==> src/rtl/rv_mem_arbiter.sv <==
// ---------------------------------------------------------------------------
// rv_pkg: core-wide constants shared with the memory arbiter.
//   XLEN           data width
//   MEM_LEN        physical memory address width
//   ADDRESS_GATE   addresses below this use ADDRESS_DEC_LT, others ADDRESS_DEC_GE
//   ADDRESS_DEC_LT offset removed from low-window addresses
//   ADDRESS_DEC_GE offset removed from high-window addresses
//
// rv_mem_arbiter: shares one fixed-latency unified memory between the
// instruction-fetch port and the load/store port, one transaction at a time.
//   clk_i / arst_i           clock, asynchronous active-high reset
//   instr_req_i/addr_i       fetch request (held until instr_gnt_o)
//   instr_gnt_o              one-cycle accept pulse
//   instr_rvalid_o/rdata_o/err_o  fetch response (err qualified by rvalid)
//   data_req_i/we_i/be_i/addr_i/wdata_i  load/store request
//   data_gnt_o               one-cycle accept pulse
//   data_rvalid_o/rdata_o/err_o   load/store response (rdata 0 for writes)
//   mem_req_o/we_o/be_o/addr_o/wdata_o  memory strobe, only in the grant cycle
//   mem_rdata_i              read data, valid MEM_LAT cycles after mem_req_o
// ---------------------------------------------------------------------------
package rv_pkg;
  localparam int          XLEN           = 32;
  localparam int          MEM_LEN        = 20;
  localparam logic [31:0] ADDRESS_GATE   = 32'h000F_FFFF;
  localparam logic [31:0] ADDRESS_DEC_LT = 32'h0001_0094;
  localparam logic [31:0] ADDRESS_DEC_GE = 32'h7FEF_FDB0;
endpackage

module rv_mem_arbiter #(
  parameter int unsigned MEM_LAT = 1,
  parameter int          XLEN    = rv_pkg::XLEN,
  parameter int          MEM_LEN = rv_pkg::MEM_LEN
) (
  input  logic                 clk_i,
  input  logic                 arst_i,
  input  logic                 instr_req_i,
  input  logic [31:0]          instr_addr_i,
  output logic                 instr_gnt_o,
  output logic                 instr_rvalid_o,
  output logic [XLEN-1:0]      instr_rdata_o,
  output logic                 instr_err_o,
  input  logic                 data_req_i,
  input  logic                 data_we_i,
  input  logic [XLEN/8-1:0]    data_be_i,
  input  logic [31:0]          data_addr_i,
  input  logic [XLEN-1:0]      data_wdata_i,
  output logic                 data_gnt_o,
  output logic                 data_rvalid_o,
  output logic [XLEN-1:0]      data_rdata_o,
  output logic                 data_err_o,
  output logic                 mem_req_o,
  output logic                 mem_we_o,
  output logic [XLEN/8-1:0]    mem_be_o,
  output logic [MEM_LEN-1:0]   mem_addr_o,
  output logic [XLEN-1:0]      mem_wdata_o,
  input  logic [XLEN-1:0]      mem_rdata_i
);

  // Counter holds at most MEM_LAT-1.
  localparam int CW = (MEM_LAT > 1) ? $clog2(MEM_LAT) : 1;

  localparam logic OWN_INSTR = 1'b0;
  localparam logic OWN_DATA  = 1'b1;

  typedef enum logic [1:0] {
    ST_IDLE = 2'd0,
    ST_WAIT = 2'd1,
    ST_RESP = 2'd2
  } state_t;

  state_t          state_q;
  logic [CW-1:0]   cnt_q;
  logic            owner_q;
  logic            we_q;
  logic            err_q;
  logic            last_owner_q;

  // -------------------------------------------------------------------------
  // Address translation, one instance per requester (index 0 instr, 1 data).
  // The subtraction is done 33 bits wide so bit 32 is the borrow.
  // -------------------------------------------------------------------------
  logic [31:0]        req_addr [2];
  logic [MEM_LEN-1:0] phys     [2];
  logic [1:0]         addr_err;

  assign req_addr[0] = instr_addr_i;
  assign req_addr[1] = data_addr_i;

  for (genvar gi = 0; gi < 2; gi++) begin : g_xlate
    logic [31:0] dec;
    logic [32:0] diff;
    assign dec          = (req_addr[gi] < rv_pkg::ADDRESS_GATE) ? rv_pkg::ADDRESS_DEC_LT
                                                                : rv_pkg::ADDRESS_DEC_GE;
    assign diff         = {1'b0, req_addr[gi]} - {1'b0, dec};
    assign phys[gi]     = diff[MEM_LEN-1:0];
    // Any set bit above the physical width means the window overflowed.
    assign addr_err[gi] = diff[32] | (|diff[31:MEM_LEN]);
  end

  // -------------------------------------------------------------------------
  // Arbitration. Grants are only possible in IDLE and are suppressed while
  // reset is asserted so every output reads 0 during reset.
  // -------------------------------------------------------------------------
  logic win;
  logic any_req;
  logic grant;
  logic win_err;
  logic win_we;

  always_comb begin
    win = OWN_INSTR;
    if (instr_req_i && data_req_i) begin
      win = ~last_owner_q;
    end else if (data_req_i) begin
      win = OWN_DATA;
    end
  end

  assign any_req = instr_req_i | data_req_i;
  assign grant   = (state_q == ST_IDLE) && !arst_i && any_req;
  assign win_err = addr_err[win];
  assign win_we  = (win == OWN_DATA) && data_we_i;

  assign instr_gnt_o = grant && (win == OWN_INSTR);
  assign data_gnt_o  = grant && (win == OWN_DATA);

  // Memory strobe only for a successful grant; everything else stays 0.
  assign mem_req_o   = grant && !win_err;
  assign mem_we_o    = mem_req_o && win_we;
  assign mem_be_o    = !mem_req_o ? '0 : ((win == OWN_DATA) ? data_be_i : '1);
  assign mem_addr_o  = mem_req_o ? phys[win] : '0;
  assign mem_wdata_o = (mem_req_o && (win == OWN_DATA)) ? data_wdata_i : '0;

  // -------------------------------------------------------------------------
  // Response, presented in RESP. Read data passes straight through from the
  // memory because it is valid exactly in that cycle.
  // -------------------------------------------------------------------------
  logic resp;
  logic rd_ok;

  assign resp  = (state_q == ST_RESP);
  assign rd_ok = !we_q && !err_q;

  assign instr_rvalid_o = resp && (owner_q == OWN_INSTR);
  assign instr_err_o    = instr_rvalid_o && err_q;
  assign instr_rdata_o  = (instr_rvalid_o && rd_ok) ? mem_rdata_i : '0;

  assign data_rvalid_o  = resp && (owner_q == OWN_DATA);
  assign data_err_o     = data_rvalid_o && err_q;
  assign data_rdata_o   = (data_rvalid_o && rd_ok) ? mem_rdata_i : '0;

  // -------------------------------------------------------------------------
  // Sequencer
  // -------------------------------------------------------------------------
  always_ff @(posedge clk_i or posedge arst_i) begin
    if (arst_i) begin
      state_q      <= ST_IDLE;
      cnt_q        <= '0;
      owner_q      <= OWN_INSTR;
      we_q         <= 1'b0;
      err_q        <= 1'b0;
      last_owner_q <= OWN_DATA;   // first tie after reset goes to instr
    end else begin
      case (state_q)
        ST_IDLE: begin
          if (any_req) begin
            owner_q      <= win;
            we_q         <= win_we;
            err_q        <= win_err;
            last_owner_q <= win;
            // An address error never touches memory, so answer next cycle.
            if (win_err || (MEM_LAT == 1)) begin
              state_q <= ST_RESP;
            end else begin
              cnt_q   <= CW'(MEM_LAT - 1);
              state_q <= ST_WAIT;
            end
          end
        end
        ST_WAIT: begin
          cnt_q <= cnt_q - CW'(1);
          if (cnt_q == CW'(1)) begin
            state_q <= ST_RESP;
          end
        end
        ST_RESP: begin
          state_q <= ST_IDLE;
        end
        default: begin
          state_q <= ST_IDLE;
        end
      endcase
    end
  end

endmodule
==> config.mk <==
export PLATFORM = sky130hd
export DESIGN_NAME = rv_mem_arbiter
export DESIGN_NICKNAME = d
export VERILOG_FILES = /design/src/rtl/rv_mem_arbiter.sv
export SDC_FILE = /design/constraint.sdc
export NUM_CORES = 1
export LEC_CHECK = 0
export BUFFER_PORTS_ARGS = -buffer_cell sky130_fd_sc_hd__buf_2
export CAP_MARGIN = 30
export CORE_ASPECT_RATIO = 1.4
export CORE_MARGIN = 3
export CORE_UTILIZATION = 46
export DETAILED_ROUTE_END_ITERATION = 8
export PLACE_DENSITY_LB_ADDON = 0.2
export SYNTH_ARGS = -nofsm -noshare
export SYNTH_HDL_FRONTEND = slang
export SYNTH_SLANG_ARGS = --single-unit
export TNS_END_PERCENT = 20
==> constraint.sdc <==
create_clock -name clk_i -period 5.6 [get_ports clk_i]
set_input_delay 0 -clock clk_i [delete_from_list [all_inputs] [get_ports clk_i]]
set_output_delay 0 -clock clk_i [all_outputs]
set_load 0.03 [all_outputs]
# Word level (Yosys, flattened, before mapping)
# Cells that the tools add are included.
classes:
  addsub: 3
  magnitude_cmp: 4
  n_eq_ne: 4
  mux: 18
  bitwise_logic: 7
  n_reduce_logical: 25
ops:
  columns: ["cell", "count"]
  rows:
  - ["32-bit two-way mux", 3]
  - ["20-bit two-way mux", 4]
  - ["32-bit by 31-bit subtractor with 33-bit output", 2]
  - ["32-bit by 20-bit < comparator with 1-bit output (second input constant)", 2]
  - ["31-bit two-way mux", 2]
  - ["12-bit OR reduction", 2]
  - ["1-bit logical AND", 16]
  - ["4-bit two-way mux", 2]
  - ["1-bit logical NOT", 4]
  - ["1-bit two-way mux", 4]
  - ["2-bit two-way mux", 2]
  - ["2-bit inequality test (second input constant)", 2]
  - ["2-bit one-hot mux with 2 select lines", 1]
  - ["2-bit AND reduction", 2]
  - ["1-bit NOT", 3]
  - ["1-bit OR", 3]
  - ["2-bit by 1-bit equality test with 1-bit output (second input constant)", 1]
  - ["2-bit equality test (second input constant)", 1]
  - ["2-bit >= comparator (second input constant)", 1]
  - ["2-bit logical NOT", 1]
  - ["1-bit by 2-bit < comparator with 1-bit output (second input constant)", 1]
  - ["1-bit NOT with 2-bit output", 1]
  - ["1-bit subtractor (second input constant)", 1]
word_totals:
  register_bits: 7
  in_bits: 137
  out_inout_bits: 128
  elab_cells: 67

# Longest topological paths before layout
logic_depth:
  depth_word: 11
  depth_mapped: 16
  ltp_nobuf: 14

# Least setup slack after synthesis
# No wires, ideal clock.
synth_path:
  path_type: "in2out"
  startpoint: "input port data_addr_i[20]"
  endpoint: "output port mem_addr_o[2]"
  arrival_ns: 5.240
  required_time_ns: 5.600
  setup_slack_ns: 0.360
  cell_stages: 15
  path_buffers: 2
  cell_sequence: "buf_2 nor4_1 nand3_1 a21oi_1 ha_1 buf_2 a21o_1 o21bai_1 a311oi_2 o22ai_1 a2111o_1 or4_1 nor4b_4 a31oi_2 a2111oi_1"
synth_between:
  elab_chain_cells: 10
  word_cells_on_any_way: 13
  cone_classes: "add/sub: 1; order compare: 1; mux: 7; bitwise: 1; reduce/logical: 3"
synth_rtl:
  columns: ["item", "line", "source"]
  rows:
  - ["start: declaration", "45", "input logic [31:0] data_addr_i,"]
  - ["32-bit by 20-bit < comparator with 1-bit output", "92", "assign dec = (req_addr[gi] < rv_pkg::ADDRESS_GATE) ? rv_pkg::ADDRESS_DEC_LT"]
  - ["31-bit two-way mux", "92", null]
  - ["32-bit by 31-bit subtractor with 33-bit output (*)", "94", "assign diff = {1'b0, req_addr[gi]} - {1'b0, dec};"]
  - ["12-bit OR reduction", "97", "assign addr_err[gi] = diff[32] | (|diff[31:MEM_LEN]);"]
  - ["1-bit OR", "97", null]
  - ["1-bit two-way mux (not written as such) (2 in series)", "121", "assign win_err = addr_err[win];"]
  - ["1-bit logical NOT", "128", "assign mem_req_o = grant && !win_err;"]
  - ["1-bit logical AND", "128", null]
  - ["20-bit two-way mux (*)", "131", "assign mem_addr_o = mem_req_o ? phys[win] : '0;"]
  - ["end: declaration", "54", "output logic [MEM_LEN-1:0] mem_addr_o,"]
# Every way passes the cells marked *; elsewhere a longest branch is shown, timed or not. The select of a mux whose other input is x is not followed.

# Final worst setup path
layout_path:
  startpoint: "input port data_addr_i[31]"
  endpoint: "output port mem_addr_o[3]"
# The elaborated chain is that of the path after synthesis.

==> run metrics <==
outcome=finished, final reports clean; DRC errors left=0; endpoint type of the worst setup path=output port; GRT Total Usage=about two fifths; Worst Skew=0.00267 ns; final setup violation count=0; fin crit period=4.61 ns; clock buffer depth=2; sequential share of the synthesized area=2.82%; WL met2=10,700 um; final WL=22,400 um; Psw=around 0.21 mW; max_cap viols=0; FF-to-FF Start=last_owner_q; min-delay src=data_we_i; total negative slack=0 ns; Yosys reg bits=5; Clk network pwr share=26.3%; # rows=42; die height=123 um; vias in the first global route=roughly 6,000; EDFF count, synth=0; synth warn=0; area share of the largest cell type after synthesis=approximately 13%; area leader, netlist=ha_1; WL/cell=21.8 um; Core Footprint=between 9000 and 10,000 sq um; DR top layer=met5; Async SR Flop Fraction=100%; CP max FO=27; syn nets=854; Num CTS Buffers=3; Hold Path Sink=we_q; Starting Density=a little under half; Vias/cell=6.28; die footprint=between 10,000 and 15,000 sq um; data required time at the worst endpoint=5.60 ns; Met3 Wirelength=between 2000 and 3000 um; relative slew slack=54.6%; clk slew on worst S/H paths=roughly 0.030 ns; fillers=926; Mapped Avg Cell Area=6.68 sq um; Worst Max-Slew Pin Slew=0.680 ns; CTS tree=done; DP HPWL=18,600 um; DRT met1 WL=7820 um; Hold Path Class=input pin to flip-flop; Flop pwr share=11.2%; total power=between 0.4 and 0.5 mW; Sink Count=5; initial antenna violation count=8; port bufs=264; Netlist Area Pre-Place=4480 sq um; Worst Setup Start Kind=input pin; combinational share of power=62.6%; clock latency on the worst-skew pair=0.23 ns; drt pass-1 iters=5; GPL Wtd Cong=0.976; nets=1,096; Leak=3.24 nW; critical path arrival=4.61 ns; Register-to-Register Setup Slack=2.46 ns; via count=approximately 6,500; Crit Path Category=input pin to output port; Cell Int Power=0.246 mW; Die W=89.4 um; reg2reg end=err_q; WHS Path Cells=3; count of cell types in the netlist=69; sw frac=46.1%; drt first-iter violations=461; RSZ-0062 raised after global routing=false; PwrDens=76.1 nW/um^2; R2R cell count=10; fin crit share=82.3%; H-tree depth=1; share of layout cells above drive strength 1=32.3%; synth top area cells=ha_1, and2_1, a21oi_1, and3_1, o21ai_0; grt ovf=0; Worst VDD drop=0.0897 mV; f_max=217 MHz; CTS Root Cell=clkbuf_16; Pins Over Slew Limit=0; ys flop type=dfrtp_1; Layout area overhead=33.9%; largest net degree at the start of global routing=33; Hold Vio Cnt, Final=0; Routed Antenna Nets=0; global-route wire length before repair=32,600 um; io pins=approximately 270; Syn Inst Count=671
-- worst max-delay path, cell delays in order --
cell and delay, ns:
buf_2 0.12, nor4_1 0.41, nand3_1 0.12, a21oi_1 0.18, buf_4 0.25, ha_1 0.34
a211o_1 0.37, a31o_1 0.25, a221oi_2 0.36, and3_1 0.20, o211ai_1 0.11, or4_1 0.59
nor4b_4 0.33, a31oi_2 0.05, buf_4 0.27, a2111oi_1 0.38, buf_2 0.26
-- power by group through the flow --
| stage | combinational (mW) | sequential [mW] | clock, mW |
|---|---|---|---|
| floorplan | 0.164 | 0.0481 | 0 |
| global placement | 0.271 | 0.0499 | 0 |
| detailed placement | 0.277 | 0.0504 | 0 |
| CTS | 0.280 | 0.0501 | 0.119 |
| global route | 0.311 | 0.0514 | 0.122 |
| finish | 0.286 | 0.0510 | 0.120 |
-- timing repair --
| item | CTS | global route |
|---|---|---|
| resized for setup | 0 | 0 |
| hold buffers | 2 | 0 |
| setup endpoints to repair | 0 | 0 |
| buffers inserted | 0 | 0 |
| endpoints found under the hold margin | 6 | 0 |
-- registers in the layout, indices dropped and copies added, names as in the netlist --
signal,flops
last_owner_q,1
err_q,1
owner_q,1
state_q,1
we_q,1
-- cell type report --
cell class	count	area [sq um]	area share, %
antenna	7	17.5	0.292
multi-input combinational	609	4140	69.0
inverter	18	67.6	1.13
clock buffer	4	78.8	1.31
sequential	5	126	2.11
tap	110	138	2.29
timing repair buffer	276	1430	23.9
-- synth_stat cells (all sizes together), types with 4 or more instances --
| cell | count |
|---|---|
| a21oi | 51 |
| xnor2 | 20 |
| buf | 7 |
| a2111oi | 13 |
| nand4 | 18 |
| nor2 | 51 |
| nor2b | 8 |
| or3 | 5 |
| a211oi | 12 |
| nand2b | 10 |
| mux2i | 5 |
| ha | 46 |
| inv | 18 |
| o21bai | 5 |
| and3 | 38 |
| a211o | 4 |
| a21o | 9 |
| o211ai | 11 |
| nand3 | 10 |
| o21a | 10 |
| nor4 | 9 |
| nand2 | 48 |
| nor3b | 5 |
| a31oi | 12 |
| o21ai | 44 |
| clkbuf | 32 |
| xor2 | 17 |
| nor3 | 28 |
| nor4b | 4 |
| and2 | 72 |
| dfrtp | 4 |
-- cells in the final DEF (no fill, tap or decap), types with 3 or more instances in the layout --
| cell type | instances |
|---|---|
| mux2i_1 | 5 |
| diode_2 | 7 |
| nand4_1 | 18 |
| and2_1 | 72 |
| xnor2_1 | 20 |
| inv_1 | 18 |
| a31oi_1 | 11 |
| o21ai_0 | 43 |
| nor3b_1 | 3 |
| or3_1 | 5 |
| and3_1 | 38 |
| a21o_1 | 9 |
| o21bai_1 | 5 |
| nand2b_1 | 10 |
| dfrtp_1 | 4 |
| nor2_1 | 51 |
| buf_2 | 264 |
| a211oi_1 | 12 |
| o22ai_1 | 3 |
| ha_1 | 46 |
| nor2b_1 | 8 |
| a21oi_1 | 51 |
| a2111oi_1 | 7 |
| o211ai_1 | 11 |
| nor4_1 | 8 |
| buf_4 | 7 |
| clkbuf_16 | 3 |
| nand4b_1 | 3 |
| xor2_1 | 17 |
| nand2_1 | 48 |
| nor4b_1 | 3 |
| nor3_1 | 28 |
| o21a_1 | 10 |
| nand3b_1 | 3 |
| a211o_1 | 4 |
| nand3_1 | 10 |
| a2111oi_2 | 4 |
| and4_1 | 3 |
-- how the worst max path moves through the flow --
stage                     slack, ns       endpoint  depth (start not counted)              from
after floorplan                0.36  mem_addr_o[2]                         15   data_addr_i[20]
after global placement         1.14  mem_addr_o[3]                         17   data_addr_i[31]
after detailed placement       1.06  mem_addr_o[3]                         17   data_addr_i[31]
after CTS                      1.04  mem_addr_o[3]                         17   data_addr_i[31]
after global routing           0.55  mem_addr_o[2]                         17  instr_addr_i[23]
final                          0.99  mem_addr_o[3]                         17   data_addr_i[31]
-- per-stage QoR --
| step | area [sq um] | instances | utilization, % | setup slack [ns] | hold slack [ns] |
|---|---|---|---|---|---|
| 6_report | 6000 | 1029 | 63.4 | 0.990 | 0.0779 |
| 5_1_grt | 6000 | 1028 | 63.4 | 0.551 | 0.0972 |
| 4_1_cts | 5980 | 1022 | 63.3 | 1.04 | 0.0767 |
| 3_5_place_dp | 5880 | 1016 | 62.2 | 1.06 | -0.0510 |
| 3_3_place_gp | 5850 | 1013 | 61.8 | 1.14 | -0.0655 |
| 2_1_floorplan | 4480 | 671 | - | 0.360 | -0.214 |
-- logic make-up after synthesis --
| family | Yosys count | share of synthesized area, % |
|---|---|---|
| AND/OR/NAND/NOR | 320 | 39.6 |
| multiplexers | 6 | 1.37 |
| XOR/XNOR | 37 | 7.23 |
| adder cells (fa/ha/maj) | 46 | 12.8 |
| buffers and inverters | 57 | 5.08 |
| flip-flops | 5 | 2.82 |
| AO/OA/AOI/OAI | 200 | 31.1 |
-- metal layers --
| layer | track usage, % | vias to the layer above |
|---|---|---|
| met5 | 0 | - |
| met4 | 21.8 | 4 |
| met3 | 11.8 | 74 |
| met2 | 63.1 | 427 |
| met1 | 44.4 | 2948 |
| li1 | - | 3008 |
Power figures use the tool's default switching activity.
